[config.mk]
export PLATFORM = sky130hd
export DESIGN_NAME = mem_port_sched_flat
export DESIGN_NICKNAME = d
export VERILOG_FILES = /design/src/rtl/mem_port_sched_if.sv /design/src/rtl/mem_port_sched.sv /design/src/flat_wrapper.sv
export SDC_FILE = /design/constraint.sdc
export NUM_CORES = 1
export LEC_CHECK = 0
export BUFFER_PORTS_ARGS = -buffer_cell sky130_fd_sc_hd__buf_2
export CAP_MARGIN = 10
export CORE_MARGIN = 4
export CORE_UTILIZATION = 47
export DETAILED_ROUTE_END_ITERATION = 12
export PLACE_DENSITY_LB_ADDON = 0.2
export SYNTH_ARGS = -nofsm -noshare
export SYNTH_HDL_FRONTEND = slang
export SYNTH_SLANG_ARGS = --single-unit
[constraint.sdc]
create_clock -name clk -period 2.1 [get_ports clk]
set_input_delay 0.525 -clock clk [delete_from_list [all_inputs] [get_ports clk]]
set_output_delay 0.525 -clock clk [all_outputs]
set_load 0.02 [all_outputs]
[src/rtl/mem_port_sched_if.sv]
// Signal bundle between the MIPS core requesters, mem_port_sched and the external memory.
// The core/memory side uses the master modport; the scheduler uses slave.
interface mem_port_sched_if #(
    parameter int XLEN = 32
);
  logic             if_req;
  logic [XLEN-1:0]  if_addr;
  logic [XLEN-1:0]  if_rdata;
  logic             if_ready;
  logic             d_req;
  logic             d_we;
  logic [XLEN-1:0]  d_addr;
  logic [3:0][7:0]  d_wdata;
  logic [3:0][7:0]  d_rdata;
  logic             d_ready;
  logic [XLEN-1:0]  mem_addr;
  logic [3:0][7:0]  mem_data_in;
  logic [3:0][7:0]  mem_data_out;
  logic             mem_write_en;
  logic             stall;

  modport master (
    output if_req, if_addr, d_req, d_we, d_addr, d_wdata, mem_data_out,
    input  if_rdata, if_ready, d_rdata, d_ready, mem_addr, mem_data_in,
           mem_write_en, stall
  );

  modport slave (
    input  if_req, if_addr, d_req, d_we, d_addr, d_wdata, mem_data_out,
    output if_rdata, if_ready, d_rdata, d_ready, mem_addr, mem_data_in,
           mem_write_en, stall
  );
endinterface

[src/rtl/mem_port_sched.sv]
// Shares one multi-cycle memory port between instruction fetch and data access.
// Define MEM_SCHED_RR_EN for round-robin on contention; otherwise data always wins.
module mem_port_sched #(
  parameter int XLEN        = 32,
  parameter int MEM_LATENCY = 4
) (
  input  logic            clk,
  input  logic            rst_b,
  input  logic            halted,
  mem_port_sched_if.slave bus
);

  typedef enum logic [1:0] {
    ST_IDLE = 2'd0,
    ST_BUSY = 2'd1,
    ST_DONE = 2'd2
  } state_t;

  localparam logic       OWN_FETCH = 1'b0;
  localparam logic       OWN_DATA  = 1'b1;
  localparam logic [3:0] CNT_INIT  = 4'(MEM_LATENCY - 1);

  state_t            state_r;
  state_t            state_s;
  logic              owner_r;
  logic              owner_s;
  logic              is_write_r;
  logic              is_write_s;
  logic [3:0]        cnt_r;
  logic [3:0]        cnt_s;
  logic [XLEN-1:0]   addr_r;
  logic [XLEN-1:0]   addr_s;
  logic [3:0][7:0]   wdata_r;
  logic [3:0][7:0]   wdata_s;

  logic              grant_s;
  logic              grant_data_s;
  logic              capture_s;
  logic              we_s;
  logic              if_ready_s;
  logic              d_ready_s;

  logic              we_r;
  logic              if_ready_r;
  logic              d_ready_r;
  logic [3:0][7:0]   if_word_r;
  logic [3:0][7:0]   d_word_r;

`ifdef MEM_SCHED_RR_EN
  logic              last_grant_r;
`endif

  // Arbitration between pending requests; only IDLE and not halted may grant.
  always_comb begin
    grant_s      = 1'b0;
    grant_data_s = 1'b0;
    if ((state_r == ST_IDLE) && !halted) begin
      if (bus.d_req && bus.if_req) begin
        grant_s = 1'b1;
`ifdef MEM_SCHED_RR_EN
        grant_data_s = (last_grant_r == OWN_FETCH);
`else
        grant_data_s = 1'b1;
`endif
      end else if (bus.d_req) begin
        grant_s      = 1'b1;
        grant_data_s = 1'b1;
      end else if (bus.if_req) begin
        grant_s      = 1'b1;
        grant_data_s = 1'b0;
      end else begin
        grant_s      = 1'b0;
        grant_data_s = 1'b0;
      end
    end else begin
      grant_s      = 1'b0;
      grant_data_s = 1'b0;
    end
  end

  // Next-state and access-context logic.
  always_comb begin
    state_s    = state_r;
    owner_s    = owner_r;
    is_write_s = is_write_r;
    cnt_s      = cnt_r;
    addr_s     = addr_r;
    wdata_s    = wdata_r;
    case (state_r)
      ST_IDLE: begin
        if (grant_s) begin
          state_s    = ST_BUSY;
          owner_s    = grant_data_s ? OWN_DATA : OWN_FETCH;
          is_write_s = grant_data_s & bus.d_we;
          cnt_s      = CNT_INIT;
          addr_s     = grant_data_s ? bus.d_addr : bus.if_addr;
          wdata_s    = bus.d_wdata;
        end else begin
          state_s = ST_IDLE;
        end
      end
      ST_BUSY: begin
        if (cnt_r == 4'd0) begin
          state_s = ST_DONE;
        end else begin
          cnt_s = cnt_r - 4'd1;
        end
      end
      ST_DONE: begin
        state_s = ST_IDLE;
      end
      default: begin
        state_s = ST_IDLE;
        cnt_s   = 4'd0;
      end
    endcase
  end

  // Output decode: next-cycle values for the registered strobes and pulses.
  always_comb begin
    capture_s  = (state_r == ST_BUSY) && (cnt_r == 4'd0) && !is_write_r;
    we_s       = (state_s == ST_BUSY) && (cnt_s == 4'd0) && is_write_s;
    if_ready_s = (state_r == ST_BUSY) && (cnt_r == 4'd0) && (owner_r == OWN_FETCH);
    d_ready_s  = (state_r == ST_BUSY) && (cnt_r == 4'd0) && (owner_r == OWN_DATA);
  end

  // State register.
  always_ff @(posedge clk or negedge rst_b) begin
    if (!rst_b) begin
      state_r <= ST_IDLE;
    end else begin
      state_r <= state_s;
    end
  end

  // Latched access context held stable on the memory port.
  always_ff @(posedge clk or negedge rst_b) begin
    if (!rst_b) begin
      owner_r    <= OWN_FETCH;
      is_write_r <= 1'b0;
      cnt_r      <= 4'd0;
      addr_r     <= {XLEN{1'b0}};
      wdata_r    <= 32'h0000_0000;
    end else begin
      owner_r    <= owner_s;
      is_write_r <= is_write_s;
      cnt_r      <= cnt_s;
      addr_r     <= addr_s;
      wdata_r    <= wdata_s;
    end
  end

  // Registered write strobe and completion pulses; reset drops them at once.
  always_ff @(posedge clk or negedge rst_b) begin
    if (!rst_b) begin
      we_r       <= 1'b0;
      if_ready_r <= 1'b0;
      d_ready_r  <= 1'b0;
    end else begin
      we_r       <= we_s;
      if_ready_r <= if_ready_s;
      d_ready_r  <= d_ready_s;
    end
  end

  // Read data lands in the owner's holding register; stores leave both untouched.
  always_ff @(posedge clk or negedge rst_b) begin
    if (!rst_b) begin
      if_word_r <= 32'h0000_0000;
      d_word_r  <= 32'h0000_0000;
    end else if (capture_s) begin
      if (owner_r == OWN_DATA) begin
        d_word_r <= bus.mem_data_out;
      end else begin
        if_word_r <= bus.mem_data_out;
      end
    end else begin
      if_word_r <= if_word_r;
      d_word_r  <= d_word_r;
    end
  end

`ifdef MEM_SCHED_RR_EN
  // Remember the most recent winner for round-robin contention.
  always_ff @(posedge clk or negedge rst_b) begin
    if (!rst_b) begin
      last_grant_r <= OWN_FETCH;
    end else if (grant_s) begin
      last_grant_r <= grant_data_s ? OWN_DATA : OWN_FETCH;
    end else begin
      last_grant_r <= last_grant_r;
    end
  end
`endif

  assign bus.mem_addr     = addr_r;
  assign bus.mem_data_in  = wdata_r;
  assign bus.mem_write_en = we_r;
  assign bus.if_ready     = if_ready_r;
  assign bus.d_ready      = d_ready_r;
  assign bus.if_rdata     = {if_word_r[3], if_word_r[2], if_word_r[1], if_word_r[0]};
  assign bus.d_rdata      = d_word_r;
  assign bus.stall        = (bus.if_req & ~if_ready_r) | (bus.d_req & ~d_ready_r);

endmodule

[src/flat_wrapper.sv]
// flat-port wrapper written by rule: the top's interface ports become plain ports
module mem_port_sched_flat 
#(
  parameter int XLEN        = 32,
  parameter int MEM_LATENCY = 4
)
  (clk, rst_b, halted, bus_if_req, bus_if_addr, bus_d_req, bus_d_we, bus_d_addr, bus_d_wdata, bus_mem_data_out, bus_if_rdata, bus_if_ready, bus_d_rdata, bus_d_ready, bus_mem_addr, bus_mem_data_in, bus_mem_write_en, bus_stall);
  mem_port_sched_if #(.XLEN(XLEN)) bus_i ();
  input  logic clk;
  input  logic rst_b;
  input  logic halted;
  input wire logic [$bits(bus_i.if_req)-1:0] bus_if_req;
  input wire logic [$bits(bus_i.if_addr)-1:0] bus_if_addr;
  input wire logic [$bits(bus_i.d_req)-1:0] bus_d_req;
  input wire logic [$bits(bus_i.d_we)-1:0] bus_d_we;
  input wire logic [$bits(bus_i.d_addr)-1:0] bus_d_addr;
  input wire logic [$bits(bus_i.d_wdata)-1:0] bus_d_wdata;
  input wire logic [$bits(bus_i.mem_data_out)-1:0] bus_mem_data_out;
  output wire logic [$bits(bus_i.if_rdata)-1:0] bus_if_rdata;
  output wire logic [$bits(bus_i.if_ready)-1:0] bus_if_ready;
  output wire logic [$bits(bus_i.d_rdata)-1:0] bus_d_rdata;
  output wire logic [$bits(bus_i.d_ready)-1:0] bus_d_ready;
  output wire logic [$bits(bus_i.mem_addr)-1:0] bus_mem_addr;
  output wire logic [$bits(bus_i.mem_data_in)-1:0] bus_mem_data_in;
  output wire logic [$bits(bus_i.mem_write_en)-1:0] bus_mem_write_en;
  output wire logic [$bits(bus_i.stall)-1:0] bus_stall;
  assign bus_i.if_req = bus_if_req;
  assign bus_i.if_addr = bus_if_addr;
  assign bus_i.d_req = bus_d_req;
  assign bus_i.d_we = bus_d_we;
  assign bus_i.d_addr = bus_d_addr;
  assign bus_i.d_wdata = bus_d_wdata;
  assign bus_i.mem_data_out = bus_mem_data_out;
  assign bus_if_rdata = bus_i.if_rdata;
  assign bus_if_ready = bus_i.if_ready;
  assign bus_d_rdata = bus_i.d_rdata;
  assign bus_d_ready = bus_i.d_ready;
  assign bus_mem_addr = bus_i.mem_addr;
  assign bus_mem_data_in = bus_i.mem_data_in;
  assign bus_mem_write_en = bus_i.mem_write_en;
  assign bus_stall = bus_i.stall;
  mem_port_sched #(.XLEN(XLEN), .MEM_LATENCY(MEM_LATENCY)) u_core (.clk(clk), .rst_b(rst_b), .halted(halted), .bus(bus_i));
endmodule
==> results.cfg <==
[status]
status = finished clean

[final_layout]
fin_util = 0.675
nNetsFinal = 816
layout-drive-gt1-share = 0.603
syn_to_final_growth_pct = 38.5
multi_input_area_um2 = 2010
stdcell_count = 836
ff_latch_area_um2 = 3480
stdcell_area_um2 = 7840
fill_cells = 859
antenna_cells = 0

[worst_setup_path]
slowest_stage = dfrtp_1
worst_setup_path_end_kind = flop
worstPathMaxFanout = 32
arrival_ps = 2270
crit_path_max_incr_delay_ps = 390
cp.required_ps = 2390
crit_buf_inv = 2
cpLargestDelayFamily = simple AND/OR/NAND/NOR gates
startpoint_type = flop
crit_chain = inv_1 > ha_1 > nor3b_4 > nand2_2 > nor3_4 > buf_12 > mux2_2
worstSetupPathType = reg2reg

[pwr]
seqPwrFrac = 0.354
cellPowerDensity_nw_per_um2 = 1680
leakagePower_nw = 4.06
clkPwrFrac = 0.233
ir_drop_mv = 0.968
p_sw_mw = 4.94
p_int_mw = 8.24
pwr-share-comb = 0.413
swShare = 0.375

[global_route]
first_global_vias = 4409
grt_pass1_wl_um = 23300
grtUsageMet3 = 0.0793
antenna_found_initial = 0
grt_start_max_net_pins = 55
grt_use_met2 = 0.339
top_usage_layer = met2
grtUsageMet1 = 0.255
grt_usage = 0.210
gr-total-overflow = 0

[synth]
syn_area_um2 = 5660
avgSynthCellArea_um2 = 14.0
synth_seq_cells = 139
syn_nets = 539
syn_inst = 404
synth_edf_count = 0
yosys_warnings = 0
synth.largest_area_cell = dfrtp_1
ys_seq_area_frac = 0.615
ys_top_cells_by_area = dfrtp_1 (61%), mux2_2 (13%), mux2_4 (8.0%)
synth.most_common_cell = dfrtp_1
async_flop_share = 1.00
synthTopCellsByCount = dfrtp_1 (139), mux2_2 (63), o21ai_0 (35)
synthFlopType = dfrtp_1
yosysUniqueCellTypes = 38
synth_top_area_frac = 0.615

[floorplanning]
dieArea_um2 = 13900
rows = 39
die_h_um = 118
core_um2 = 11600
boundaryPins = 266
initial_core_util = 0.487
die_x_um = 118

[min_path]
hp-class = in2async

[timing]
drv_slew = 0
hold_viol = 0
rsz0062_at_grt = no
min_period_ps = 1970
setup_tns_ps = 0
tightest_slew_ps = 517
max-slew-margin-rel = 0.656
max_freq_ghz = 0.507
finalSetupViolCount = 0
fin_crit_sh = 0.939
skew_ps = 5.75

[cts]
cts_sinks = 139
cts-root-buf = clkbuf_16
clk_pin_slew_ps = 60
cts_buffers = 17
cts_hold_buf = 0
cts_tree = yes
clockBufferDepth = 2
clock_latency_ps = 410
htreeDepth = 4

[drt]
detail-route-antenna-nets = 0
drt-total-wl_um = 14400
drt-pass1-iter-count = 4
vias = 4274
wl_per_cell_um = 17.3
drc_errors = 0
vias_per_cell = 5.11
drt_iter0_markers = 212

[place]
routabilityCongestion = 0.934
io_buffers = 265
placement.cell_area_um2 = 7220
hpwl_um = 11000
dp.cells = 804

[run]
cap_violations = 0
[sequential cells by signal (all words and copies together), names as in the netlist]
register,count
u_core.state_r,2
u_core.owner_r,1
u_core.bus.if_rdata,32
u_core.cnt_r,4
u_core.bus.d_ready,1
u_core.bus.if_ready,1
u_core.bus.mem_data_in,32
u_core.is_write_r,1
u_core.bus.mem_write_en,1
u_core.bus.mem_addr,32
u_core.bus.d_rdata,32
[worst reg2reg max path, stage by stage (launching register included)]
cell and delay [ps]:
dfrtp_1 390, inv_1 90, ha_1 200, nor3b_4 270, nand2_2 120, nor3_4 170, buf_12 230, mux2_2 380
[layout by cell type, fill, tap and decap left out, types with 2 or more instances in the layout]
master / netlist / final
clkinvlp_4: 0 / 3
mux2_2: 63 / 63
nand2_4: 1 / 2
nand2_1: 34 / 34
clkbuf_16: 0 / 17
or2_2: 3 / 3
nor2_1: 4 / 4
o21ai_0: 35 / 35
mux2_4: 30 / 30
mux2_1: 3 / 3
nand3_1: 2 / 2
inv_1: 7 / 7
buf_2: 10 / 264
buf_4: 1 / 11
bufinv_16: 0 / 4
clkinv_2: 0 / 5
o211ai_1: 2 / 2
o22ai_1: 33 / 33
buf_12: 0 / 6
dfrtp_1: 139 / 139
a221oi_1: 2 / 2
nor3_4: 2 / 2
[power by group through the flow]
stage                     combinational [mW]  sequential [mW]  clock, mW
final                                   5.44             4.67       3.08
after global routing                    5.83             4.83       3.25
after CTS                               5.49             4.67       3.13
after detailed placement                5.47             4.69          0
after global placement                  5.35             4.67          0
after floorplan                         1.99             6.14          0
[through the flow]
| stage | hold slack [ps] | total power [mW] | setup WS, ps |
|---|---|---|---|
| 2_1_floorplan | 229 | 8.14 | 254 |
| 4_1_cts | 82.1 | 13.3 | 59.2 |
| 3_3_place_gp | 462 | 10.0 | 166 |
| 3_5_place_dp | 465 | 10.2 | 64.6 |
| 5_1_grt | 103 | 13.9 | 25.5 |
| 6_report | 72.8 | 13.2 | 127 |
[per-layer routing]
layer	share of wire	wire length, µm
met1	0.40	5770
met2	0.49	7010
met3	0.090	1300
met4	0.024	352
met5	0	0
[path summary, 6_finish.rpt]
| path | endpoint | cells past startpoint | from | slack (ps) |
|---|---|---|---|---|
| setup / recovery | u_core.bus.if_rdata[29] | 7 | u_core.cnt_r[0] | 130 |
| hold / removal | u_core.bus.mem_data_in[29] | 1 | rst_b | 70 |
| setup reg to reg | u_core.bus.if_rdata[29] | 7 | u_core.cnt_r[0] | 130 |
| hold reg to reg | u_core.bus.mem_addr[14] | 2 | u_core.bus.mem_addr[14] | 470 |
| max in group asynchronous | u_core.bus.mem_data_in[31] | 2 | rst_b | 1460 |
| min in group clk | u_core.bus.mem_data_in[19] | 2 | bus_d_wdata[19] | 340 |
[final cells by class]
type                       instances  area share
clock buffer                      18      0.0548
clock inverter                    13      0.0225
inverter                           7     0.00335
multi-input combinational        234       0.257
sequential                       139       0.444
tap                              143      0.0228
timing repair buffer             282       0.196
[cells by family after synthesis]
| group | after synthesis | share of synthesized area |
|---|---|---|
| fa+ha+maj | 1 | 0.00221 |
| flops | 139 | 0.615 |
| buf+inv | 31 | 0.0314 |
| mux | 97 | 0.213 |
| simple gates | 59 | 0.0590 |
| compound gates | 77 | 0.0798 |
[repair_timing]
| item | 4_1_cts | 5_1_grt |
|---|---|---|
| setup buffers | 0 | 1 |
| resized for setup | 0 | 1 |
| endpoints found under the setup margin | 0 | 58 |
Note: power is estimated with default switching activity, not from simulation.
